## src/rtl/id_exe_reg.sv

```systemverilog
// ID/EXE pipeline register for the 32-bit ARM core.
// Captures the decoded instruction from ID and presents it to EXE one cycle later.
// Supports freeze (hold) and flush (bubble). Non-valid ID slots are loaded as bubbles.
module id_exe_reg #(
    parameter int DW = 32,
    parameter int RW = 4,
    parameter int CW = 4
) (
    input  logic          clk,
    input  logic          rst,
    input  logic          freeze,
    input  logic          flush,
    input  logic          id_valid,
    input  logic [DW-1:0] id_pc,
    input  logic [DW-1:0] id_rn_val,
    input  logic [DW-1:0] id_rm_val,
    input  logic [11:0]   id_shift_op,
    input  logic          id_imm,
    input  logic [23:0]   id_imm24,
    input  logic [CW-1:0] id_exe_cmd,
    input  logic          id_mem_r_en,
    input  logic          id_mem_w_en,
    input  logic          id_wb_en,
    input  logic          id_s,
    input  logic          id_b,
    input  logic [RW-1:0] id_dest,
    input  logic [RW-1:0] id_src1,
    input  logic [RW-1:0] id_src2,
    input  logic          id_status_c,
    output logic          exe_valid,
    output logic [DW-1:0] exe_pc,
    output logic [DW-1:0] exe_rn_val,
    output logic [DW-1:0] exe_rm_val,
    output logic [11:0]   exe_shift_op,
    output logic          exe_imm,
    output logic [23:0]   exe_imm24,
    output logic [CW-1:0] exe_exe_cmd,
    output logic          exe_mem_r_en,
    output logic          exe_mem_w_en,
    output logic          exe_wb_en,
    output logic          exe_s,
    output logic          exe_b,
    output logic [RW-1:0] exe_dest,
    output logic [RW-1:0] exe_src1,
    output logic [RW-1:0] exe_src2,
    output logic          exe_status_c
);

    typedef struct packed {
        logic          valid;
        logic [DW-1:0] pc;
        logic [DW-1:0] rn_val;
        logic [DW-1:0] rm_val;
        logic [11:0]   shift_op;
        logic          imm;
        logic [23:0]   imm24;
        logic [CW-1:0] exe_cmd;
        logic          mem_r_en;
        logic          mem_w_en;
        logic          wb_en;
        logic          s;
        logic          b;
        logic [RW-1:0] dest;
        logic [RW-1:0] src1;
        logic [RW-1:0] src2;
        logic          status_c;
    } slot_t;

    slot_t id_slot;
    slot_t slot_d;
    slot_t slot_q;

    assign id_slot = '{
        valid:    id_valid,
        pc:       id_pc,
        rn_val:   id_rn_val,
        rm_val:   id_rm_val,
        shift_op: id_shift_op,
        imm:      id_imm,
        imm24:    id_imm24,
        exe_cmd:  id_exe_cmd,
        mem_r_en: id_mem_r_en,
        mem_w_en: id_mem_w_en,
        wb_en:    id_wb_en,
        s:        id_s,
        b:        id_b,
        dest:     id_dest,
        src1:     id_src1,
        src2:     id_src2,
        status_c: id_status_c
    };

    // Next slot: freeze holds, flush or an empty ID slot loads an all-zero bubble.
    always_comb begin
        slot_d = slot_q;
        if (!freeze) begin
            if (flush || !id_valid) slot_d = '0;
            else                    slot_d = id_slot;
        end
    end

    // Slot register; reset overrides freeze and flush.
    always_ff @(posedge clk) begin
        if (rst) slot_q <= '0;
        else     slot_q <= slot_d;
    end

    assign exe_valid    = slot_q.valid;
    assign exe_pc       = slot_q.pc;
    assign exe_rn_val   = slot_q.rn_val;
    assign exe_rm_val   = slot_q.rm_val;
    assign exe_shift_op = slot_q.shift_op;
    assign exe_imm      = slot_q.imm;
    assign exe_imm24    = slot_q.imm24;
    assign exe_exe_cmd  = slot_q.exe_cmd;
    assign exe_mem_r_en = slot_q.mem_r_en;
    assign exe_mem_w_en = slot_q.mem_w_en;
    assign exe_wb_en    = slot_q.wb_en;
    assign exe_s        = slot_q.s;
    assign exe_b        = slot_q.b;
    assign exe_dest     = slot_q.dest;
    assign exe_src1     = slot_q.src1;
    assign exe_src2     = slot_q.src2;
    assign exe_status_c = slot_q.status_c;

    // A bubble must never carry a side-effect enable.
    a_bubble_clean: assert property (@(posedge clk)
        !slot_q.valid |-> !(slot_q.mem_r_en || slot_q.mem_w_en || slot_q.wb_en || slot_q.s || slot_q.b));

    // ID never issues a load and a store in one slot; flag it if it does.
    a_rw_exclusive: assert property (@(posedge clk) disable iff (rst)
        !(slot_q.mem_r_en && slot_q.mem_w_en));

endmodule

```

## config.mk

```make
export PLATFORM = sky130hd
export DESIGN_NAME = id_exe_reg
export DESIGN_NICKNAME = d
export VERILOG_FILES = /design/src/rtl/id_exe_reg.sv
export SDC_FILE = /design/constraint.sdc
export NUM_CORES = 1
export LEC_CHECK = 0
export ABC_AREA = 1
export CORE_UTILIZATION = 38
export DETAILED_ROUTE_END_ITERATION = 12
export PLACE_DENSITY = 0.79
export SYNTH_ARGS = -nofsm -noshare
export SYNTH_HDL_FRONTEND = slang
export SYNTH_SLANG_ARGS = --single-unit
```

## constraint.sdc

```tcl
create_clock -name clk -period 1.1 [get_ports clk]
set_input_delay 0.22 -clock clk [delete_from_list [all_inputs] [get_ports clk]]
set_output_delay 0.22 -clock clk [all_outputs]
set_load 0.02 [all_outputs]
```

==> run summary, run 1 <==
The area after detailed placement is 9030 µm². The maximum ir drop on the vdd rail is 0.000957 V. The die area came out at about 15000 µm². The die extent in x is about 120 µm.

The net count after synthesis came out at around 850. The iteration count of the initial detailed-routing pass came out at 4. The synthesized design contains between 150 and 200 register bits. The count of nets left with antenna violations after detail routing is 0.

For the worst setup path, the data required time is a little under 900 ps. The detailed router placed 6200 vias in this run. The distinct cell type count of the synthesized netlist is 10. The initial core utilization came out at approximately 39%. 0 antenna diodes ended up in the layout. The total number of clock tree sinks is about 160. Dividing total power by cell area gives a power density of approximately 1300 nW/µm². The clock passes through at most 2 buffers. The floorplan has 44 rows.

Setup violations remaining at the end of the flow were counted as 3. TritonCTS built the clock tree. The met1 routing resource usage after global routing came out at about a quarter. A synthesized cell averages between 8 and 9 µm². The tree is rooted in a clkbuf_16. In this run the most used layer during global routing was met2. The met2 capacity usage during global routing is between 40 and 50%. The die height came out at roughly 120 µm.

The kind of cell with the highest combined delay along the critical path is flip-flops. The final critical path takes up 102% of the cycle. The number of global-route vias before repair was ~5700. The initial antenna violation count is 0. Summed over all nets, the half-perimeter wirelength after detailed placement is around 13 mm. The top achievable clock speed came out at between 800 and 900 MHz. The static leakage is between 0.004 and 0.005 µW. Buffers inserted to repair hold after CTS numbered 0. In this run the worst hold path is classified as in -> reg.

Traced cell by cell, the critical path runs through buf_6. The count of endpoints failing hold in the final timing report is 0. The cell area after layout is roughly 10000 µm². The final wirelength is between 20 and 25 mm. STA classifies the critical path startpoint as a flop. The proportion of layout cells with a drive suffix above 1 came out at 40.4%.

Summing every instance area after synthesis gives roughly 5600 µm². For this run, design rule violations remaining after detail routing come to 0. The worst-path maximum fanout is 2. Entering global routing, the biggest net connects between 70 and 80 pins. The overall global routing resource usage came out at 23.8%. The detailed router finished its first iteration with roughly 380 violations. The top-level port count came out at about 320.

Counting both buffers and inverters, the worst setup path holds a total of 1. Headroom to the max-slew limit came out at roughly three quarters. In this run, CTS created clock tree buffers numbering 17. The worst hold slack after final layout came out at ~180 ps. The total overflow left after global routing is 0.

The startpoint identified for the worst register-to-register timing path is exe_pc[3]. The area growth from synthesis to layout is 84.6%. The slew at the pin with the worst max-slew slack came out at approximately 360 ps. The first global-routing pass estimated roughly 28 mm of wire. The detailed-route wire length per cell came out at approximately 16 µm. The met3 track demand over resource is 8.01%. The part of the Yosys area used for sequential elements is a little under three fifths. For the worst-skew pair, the clock arrives at the later sink with an insertion delay of just over 400 ps.

The critical path start-end classification is reg -> out. The worst hold path begins at id_valid. The synthesized instance count is between 600 and 700. The flow ran to the end, but the final reports show violations. The number of max-capacitance violations reported came out at 0.

The H-tree generated during clock tree synthesis spans 4 levels. The number of synthesis warnings is 0. The final weighted congestion in routability-driven placement came out at 0.774. The timing startpoint of the critical path is exe_imm24[18]. The shortest period the worst path allows came out at ~1100 ps. The clock skew after layout is 0 ps. The final reports fail on setup timing. The final max-slew violation count is 0.

The via-per-instance ratio came out at approximately 5.0. The final setup slack of the worst path came out at -17.4 ps. The area of the placeable core is between 10000 and 15000 µm².

The number of I/O port buffers is around 320. The data arrival time of the critical path is around 900 ps. For this run, the post-layout net count is between 1000 and 1500. Setup repair after global routing could not meet its margin everywhere. The clock slew at the register clock pins of the worst setup and hold paths is 70 ps. The sort of element at the end of the critical path is an output pin. The largest single stage delay on the critical path is 360 ps. The slowest stage of the critical path belongs to the cell dfxtp_2.
cells by family (layout without fill, tap and decap cells):
kind of cell	after synthesis	in the layout	synth area share (%)
buffers and inverters	68	421	6.54
and+or+nand+nor	313	313	24.3
DFF	156	156	55.4
AOI/OAI and AO/OA	156	156	13.8
final cells by class:
cell class	instances	area [µm²]
clock buffer	21	480
fill	1046	4120
timing repair buffer	390	4130
multi-input combinational	469	2160
tap	184	230
sequential	156	3320
clock inverter	10	90.1
cell usage after synthesis:
cell type	n	area share [%]
dfxtp_1	156	55
buf_6	3	0.60
nand3_1	155	14
nand2_1	157	10
buf_1	7	0.47
nor2_1	1	0.066
clkbuf_1	11	0.73
a21oi_1	156	14
buf_2	34	3.0
buf_4	13	1.7
layer usage:
metal	vias up	routed length, µm
met5	-	0
met4	0	523
met3	36	1760
met2	268	10100
met1	2861	7790
li1	3035	-
layout by cell type (no fill, tap or decap), drive strengths merged:
cell type / count
bufinv: 1
nor2: 1
nand2: 157
clkbuf: 24
inv: 1
dlymetal6s2s: 1
nand3: 155
dfxtp: 156
a21oi: 156
buf: 231
clkdlybuf4s50: 155
clkinvlp: 3
clkinv: 5
state kept, by name, summed over array words and instances, names as in the netlist:
register,cells
exe_b,1
exe_dest,4
exe_exe_cmd,4
exe_imm,1
exe_imm24,24
exe_mem_r_en,1
exe_mem_w_en,1
exe_pc,32
exe_rm_val,32
exe_rn_val,32
exe_s,1
exe_shift_op,12
exe_src1,4
exe_src2,4
exe_status_c,1
exe_valid,1
exe_wb_en,1
stage by stage:
| step | cells | setup slack [ps] | util, % | power (µW) | TNS [ps] |
|---|---|---|---|---|---|
| 6_report | 1230 | -17.4 | 71.6 | 13400 | -48.6 |
| 5_1_grt | 1230 | -49.1 | 71.6 | 13900 | -2280 |
| 4_1_cts | 1198 | -44.7 | 69.5 | 13400 | -485 |
| 3_5_place_dp | 1154 | -354 | 62.1 | 7720 | -54640 |
| 3_3_place_gp | 1154 | -328 | 62.1 | 7700 | -52260 |
| 2_1_floorplan | 693 | 171 | - | 6660 | 0 |
report_power, final:
part	switching (µW)	internal, µW	total, µW
sequential	98.7	5810	5910
clock	2290	3340	5630
combinational	832	1050	1880
total	3230	10200	13400
worst paths after layout:
| path | end | slack [ps] | cells after the start |
|---|---|---|---|
| max | exe_imm24[18] | -20 | 1 |
| min | exe_mem_r_en | 180 | 3 |
| max reg2reg | exe_pc[3] | 280 | 4 |
| min reg2reg | exe_rm_val[30] | 470 | 2 |
repair_timing:
action / CTS / global route
setup endpoints to repair: 156 / 185
gates cloned: 0 / 3
gates resized for setup: 1084 / 5
setup buffers: 13 / 29
pin swaps: 0 / 1
(Power assumes the default switching activity.)
==> inputs of run 2 (changes only) <==
CORE_MARGIN = 3   (was unset)
==> run summary, run 2 (same netlist as run 1, synthesis figures left out) <==
Outcome: finished, violations left (unchanged). Failing checks: setup timing (unchanged). The capturing element of the worst setup path was exe_imm24[15] (was exe_imm24[18]).

The count of endpoints failing hold in the final timing report is 0 (unchanged). The H-tree depth reported by CTS is 4 (unchanged). The worst slack at placement is -412 ps (was -354 ps).

The reg-to-reg startpoint is exe_rn_val[8] (was exe_pc[3]). The fraction of the core area covered by cells at the end of the flow is 73.1% (was 71.6%). The worst reg-to-reg path cell count is 4 (unchanged). The remaining max-slew budget at the tightest pin came to 78.2% (was 76.2%). The number of placement rows came out at 43 (was 44). The maximum ir drop on the vdd rail is 0.000984 V (was 0.000957 V).

The clock slew at the register clock pins of the worst setup and hold paths came out at 60 ps (was 70 ps). The area of the placeable core is 14200 µm² (was 14500 µm²). Crit-path cells: buf_6 (unchanged). The element type at the critical path start is a flop (unchanged). The wire length of the first global-routing pass came to 31.5 mm (was 27.9 mm).

The destination of the worst register-to-register timing path is exe_rn_val[8] (was exe_pc[3]). The initial antenna violation count came out at 1 (was 0). The worst hold slack after final layout came to 212 ps (was 183 ps). The number of global-route vias before repair came to 6023 (was 5743).

The setup-violating endpoint count in the final report came to 6 (was 3). The buffer levels on the longest clock path came out at 2 (unchanged). The required time at the worst-slack endpoint came out at 880 ps (about the same).

The data arrival time of the critical path came out at 900 ps (about the same). The iteration count of the initial detailed-routing pass was 5 (was 4). The CTS tree was done (unchanged). RSZ-0062 raised after global routing: yes (unchanged). The total negative slack came out at -58.0 ps (was -48.6 ps). The die height came to 128 µm (was 124 µm). The delay of the slowest critical-path stage is 360 ps (about the same).

The slack of the worst reg-to-reg path came to 290 ps (was 280 ps). The total number of clock tree sinks is 156 (unchanged). The top-level port count is 316 (unchanged). The proportion of layout cells with a drive suffix above 1 is 39.9% (was 40.4%). The post-route DRC violation count is 0 (unchanged).

The slew at the pin with the worst max-slew slack is 326 ps (was 357 ps). The kind of cell adding the most delay to the critical path is flip-flops (unchanged). The number of nets at the end of the flow is 1186 (was 1194).

The clock insertion delay at the later pin of the skew report came out at 420 ps (was 410 ps). The final wirelength is 20.9 mm (was 20.2 mm). The number of cells on the critical path came out at 1 (unchanged). The number of I/O port buffers is 315 (unchanged). The count of nets left with antenna violations after detail routing is 0 (unchanged). The initial core utilization came out at 39.7% (was 38.8%). The timing startpoint of the critical path was exe_imm24[15] (was exe_imm24[18]). The critical path start-end classification is reg -> out (unchanged). The area growth from synthesis to layout came out at 84.1% (was 84.6%).

The via-per-instance ratio was 5.13 (was 5.04). The shortest period the worst path allows came to 1120 ps (about the same). The critical path buffer and inverter count came out at 1 (unchanged). The total overflow reported by the global router came out at 0 (unchanged). The estimated wirelength of the detail-placed design is 13.5 mm (was 12.8 mm). The worst-path maximum fanout is 2 (unchanged). The final weighted congestion in routability-driven placement came out at 0.794 (was 0.774).

The number of diodes added for antenna fixing came out at 0 (unchanged). The total power divided by cell area was 1300 nW/µm² (was 1290 nW/µm²). The die extent in x is 128 µm (was 124 µm). The path type of the worst min-delay path is in -> reg (unchanged). The final worst-path cycle share is 102% (about the same).

The pin count of the biggest net entering global routing was 73 (was 76). The sort of element at the end of the critical path is an output pin (unchanged). The number of max-capacitance violations reported is 0 (unchanged). The top achievable clock speed came out at 892 MHz (was 895 MHz).

The clock tree root buffer cell is clkbuf_16 (unchanged). The overall global routing resource usage is 24.4% (was 23.8%). The final max-slew violation count is 0 (unchanged). The die area is 16300 µm² (was 15300 µm²).

The total power came out at 13500 µW (was 13400 µW). Highest-count cells in the layout ignoring fill and taps: 157 x nand2_1, 155 x nand3_1, 155 x a21oi_1, 155 x dfxtp_2, 155 x clkdlybuf4s50_1 (was 157 x nand2_1, 157 x buf_6, 155 x nand3_1, 155 x a21oi_1, 155 x clkdlybuf4s50_1). The worst hold path cell count is 3 (unchanged). The cell at the slowest stage of the critical path is dfxtp_4 (was dfxtp_2). The clock skew after layout is 0 ps (unchanged). The number of clock buffers inserted by TritonCTS is 17 (unchanged). The via count is 6248 (was 6200). The detailed-route wire length per cell came out at 17.2 µm (was 16.4 µm).

The static leakage came to 0.00403 µW (was 0.00405 µW). The final setup slack of the worst path came out at -21.4 ps (was -17.4 ps). The first-iteration detailed-routing DRC count was 430 (was 379). The library cell used most frequently in the layout, excluding fill and tap cells, is nand2_1.
## run 2: changes by cell type in the layout (fill, tap and decap cells not counted), sizes merged
cell          change
buf               -7
bufbuf            +2
clkinvlp          -2
clkbuf            -1
dlygate4sd2       +1
dlymetal6s2s      -1
inv               +1
## run 2: how the worst min path moves through the flow
stage | to | from | slack, ps
final | exe_rn_val[13] | rst | 210
after global routing | exe_rn_val[12] | rst | 220
after CTS | exe_imm24[23] | rst | 190
after detailed placement | exe_shift_op[1] | exe_shift_op[1] | 450
after global placement | exe_pc[28] | exe_pc[28] | 440
after floorplan | exe_pc[0] | id_pc[0] | 380
## run 2: per-stage QoR
stage | area, µm² | instances
2_1_floorplan | 5640 | 693
3_3_place_gp | 9080 | 1149
3_5_place_dp | 9080 | 1149
4_1_cts | 10200 | 1193
5_1_grt | 10400 | 1219
6_report | 10400 | 1219
## run 2: final cells by class
| class | instances | area [µm²] |
|---|---|---|
| clock inverter | 9 | 83.8 |
| multi-input combinational | 469 | 2160 |
| fill | 995 | 3820 |
| tap | 180 | 225 |
| timing repair buffer | 382 | 4100 |
| sequential | 156 | 3320 |
| clock buffer | 23 | 498 |
## run 2: routing by layer
metal  up-vias  routed length, µm  GRT usage, %
met5         -                  9             0
met4         2                525          8.18
met1      2892               7440          26.6
met3        34               2230          9.88
met2       303              10700          42.8
li1       3017                  -             -
## run 2: timing repair
| item | CTS | global route |
|---|---|---|
| pin swaps | 1 | 0 |
| gates cloned | 2 | 0 |
| hold buffers | 0 | 0 |
| endpoints found under the setup margin | 157 | 154 |
| gates resized for setup | 1083 | 1 |
| buffers inserted | 10 | 26 |
## run 2: worst reg2reg max path, delay by kind of cell, from the launching register on
| family | cells | cell delay, ps |
|---|---|---|
| DFF | 1 | 320 |
| buffers and inverters | 2 | 240 |
| and+or+nand+nor | 1 | 50 |
| AOI/OAI and AO/OA | 1 | 60 |
## run 2: where the power goes
part	total [µW]	internal, µW	switching, µW
logic	1870	1050	823
registers	5910	5810	98.0
clock network	5750	3420	2320
total	13500	10300	3250
==> inputs of run 3 (changes only) <==
REMOVE_ABC_BUFFERS = 1   (was unset)
==> run summary, run 3 (same netlist as run 1, synthesis figures left out) <==
The critical path start-end classification is reg -> out (unchanged). The element type at the critical path start is a flop (unchanged). The worst-path maximum fanout came to 2 (unchanged). The H-tree depth reported by CTS is 4 (unchanged). The maximum ir drop on the vdd rail is 0.00156 V (was 0.000984 V). The delay of the slowest critical-path stage is 350 ps (was 360 ps). The post-route DRC violation count is 0 (unchanged). The static leakage is 0.00407 µW (was 0.00403 µW). The path type of the worst min-delay path is in -> reg (unchanged). The overall global routing resource usage came to 24.3% (was 24.4%). The estimated wirelength of the detail-placed design came out at 13.9 mm (was 13.5 mm). The sort of element at the end of the critical path is an output pin (unchanged).

The final setup slack of the worst path is -11.9 ps (was -21.4 ps). The number of clock buffers inserted by TritonCTS is 17 (unchanged). The top-level port count was 316 (unchanged). The die extent in x came out at 128 µm (unchanged). The number of I/O port buffers came out at 315 (unchanged). The required time at the worst-slack endpoint came to 880 ps (about the same).

The critical path buffer and inverter count came to 1 (unchanged). The area of the placeable core came out at 14200 µm² (unchanged). The detailed-route wire length per cell was 17.2 µm (about the same). The internal power contribution is 10200 µW (was 10300 µW). The total overflow reported by the global router is 0 (unchanged).

The pin count of the biggest net entering global routing is 55 (was 73). The top achievable clock speed came out at 899 MHz (was 892 MHz). The shortest period the worst path allows is 1110 ps (was 1120 ps).

The number of global-route vias before repair is 6048 (was 6023). The post-placement cell count is 1165 (was 1149). The total power divided by cell area is 1280 nW/µm² (was 1300 nW/µm²). The kind of cell adding the most delay to the critical path is flip-flops (unchanged). The number of diodes added for antenna fixing is 0 (unchanged). The CTS tree is done (unchanged). The fraction of the core area covered by cells at the end of the flow is 73.7% (was 73.1%).

The part of the total power dissipated in combinational logic came out at 14.4% (was 13.9%). The first-iteration detailed-routing DRC count is 473 (was 430). The via count is 6299 (was 6248). The setup-violating endpoint count in the final report came out at 5 (was 6).

The number of fill cells in the layout came to 963 (was 995). The via-per-instance ratio came out at 5.13 (about the same). The clock tree root buffer cell is clkbuf_16 (unchanged). The clock skew after layout was 0 ps (unchanged). The final weighted congestion in routability-driven placement was 0.819 (was 0.794). The switching portion of total power is 24.2% (was 24.0%). The most common library cell in the layout ignoring fill and taps is nand2_1 (unchanged). The count of endpoints failing hold in the final timing report is 0 (unchanged). The buffer levels on the longest clock path was 2 (unchanged).

The clock slew at the register clock pins of the worst setup and hold paths is 60 ps (about the same). The share of power burned in the clock network came out at 41.6% (was 42.5%). The initial core utilization came out at 39.7% (unchanged).

Crit-path cells: buf_6 (unchanged). The die area came to 16300 µm² (unchanged). Outcome: finished, violations left (unchanged). The slew at the pin with the worst max-slew slack was 270 ps (was 326 ps).

The number of nets at the end of the flow is 1195 (was 1186). The number of placement rows is 43 (unchanged). The final wirelength is 21.2 mm (was 20.9 mm). The final max-slew violation count is 0 (unchanged). The iteration count of the initial detailed-routing pass is 5 (unchanged).

The total number of clock tree sinks came to 156 (unchanged). RSZ-0062 raised after global routing: yes (unchanged). Highest-count cells in the layout ignoring fill and taps: 157 x nand2_1, 156 x dfxtp_2, 156 x buf_6, 155 x nand3_1, 155 x clkdlybuf4s50_1 (was 157 x nand2_1, 155 x nand3_1, 155 x a21oi_1, 155 x dfxtp_2, 155 x clkdlybuf4s50_1). The net switching power came out at 3250 µW (about the same).

The timing startpoint of the critical path was exe_dest[0] (was exe_imm24[15]). The critical hold path startpoint was rst (unchanged). The part of the total power dissipated in sequential elements was 44.0% (was 43.7%). The die height came out at 128 µm (unchanged).

The proportion of layout cells with a drive suffix above 1 is 40.6% (was 39.9%). Failing checks: setup timing (unchanged). The wire length of the first global-routing pass was 31.6 mm (was 31.5 mm). The count of nets left with antenna violations after detail routing came to 0 (unchanged). The final worst-path cycle share came out at 101% (was 102%). The total negative slack was -15.0 ps (was -58.0 ps).

The initial antenna violation count is 0 (was 1). The reg-to-reg startpoint is exe_rn_val[25] (was exe_rn_val[8]). The remaining max-slew budget at the tightest pin came to 82.0% (was 78.2%). The area growth from synthesis to layout is 85.5% (was 84.1%). The cell at the slowest stage of the critical path is dfxtp_2 (was dfxtp_4). The clock insertion delay at the later pin of the skew report is 410 ps (was 420 ps). The filler-free cell count of the finished design came out at 1228 (was 1219). The number of max-capacitance violations reported came out at 0 (unchanged). The data arrival time of the critical path came out at 890 ps (was 900 ps).
==> run 3: area by class of cell <==
type	count	area (µm²)	share of cell area, %
clock buffer	21	470	4.49
multi-input combinational	469	2170	20.7
timing repair buffer	391	4190	40.0
clock inverter	11	92.6	0.885
tap	180	225	2.15
sequential	156	3320	31.7
==> run 3: power by group through the flow <==
stage	Clock [µW]	Combinational (µW)	Sequential, µW
floorplan	0	255	6150
global placement	0	1800	5980
detailed placement	0	1820	5980
CTS	5650	1860	5910
global route	5950	2050	5920
finish	5590	1930	5910
==> run 3: through the flow <==
| step | total power [µW] | instance area (µm²) | worst slack [ps] | hold slack, ps |
|---|---|---|---|---|
| 2_1_floorplan | 6400 | 5270 | -4170 | 289 |
| 3_3_place_gp | 7780 | 9210 | -341 | 449 |
| 3_5_place_dp | 7800 | 9210 | -396 | 454 |
| 4_1_cts | 13400 | 10200 | -33.9 | 160 |
| 5_1_grt | 13900 | 10500 | -51.7 | 175 |
| 6_report | 13400 | 10500 | -11.9 | 165 |
==> run 3: metal layers <==
layer  wire (µm)  global-route usage [%]  vias to the layer above
li1            -                       -                     3037
met3        2100                    9.00                       41
met2       10600                    41.9                      293
met1        7860                    27.3                     2928
met4         622                    9.49                        0
met5           0                       0                        -
==> run 3: what timing repair did <==
action	4_1_cts	5_1_grt
endpoints found under the setup margin	156	175
cloned	0	3
setup buffers	4	24
pin swaps	0	2
resized for setup	1093	4
hold buffers	0	0
==> run 3: final timing paths <==
check                                      end  slack [ps]  cells past startpoint
worst max-delay path               exe_dest[0]         -10                      1
worst min-delay path                exe_pc[21]         170                      2
worst max register to register  exe_rn_val[25]         310                      4
worst min register to register   exe_imm24[21]         470                      2
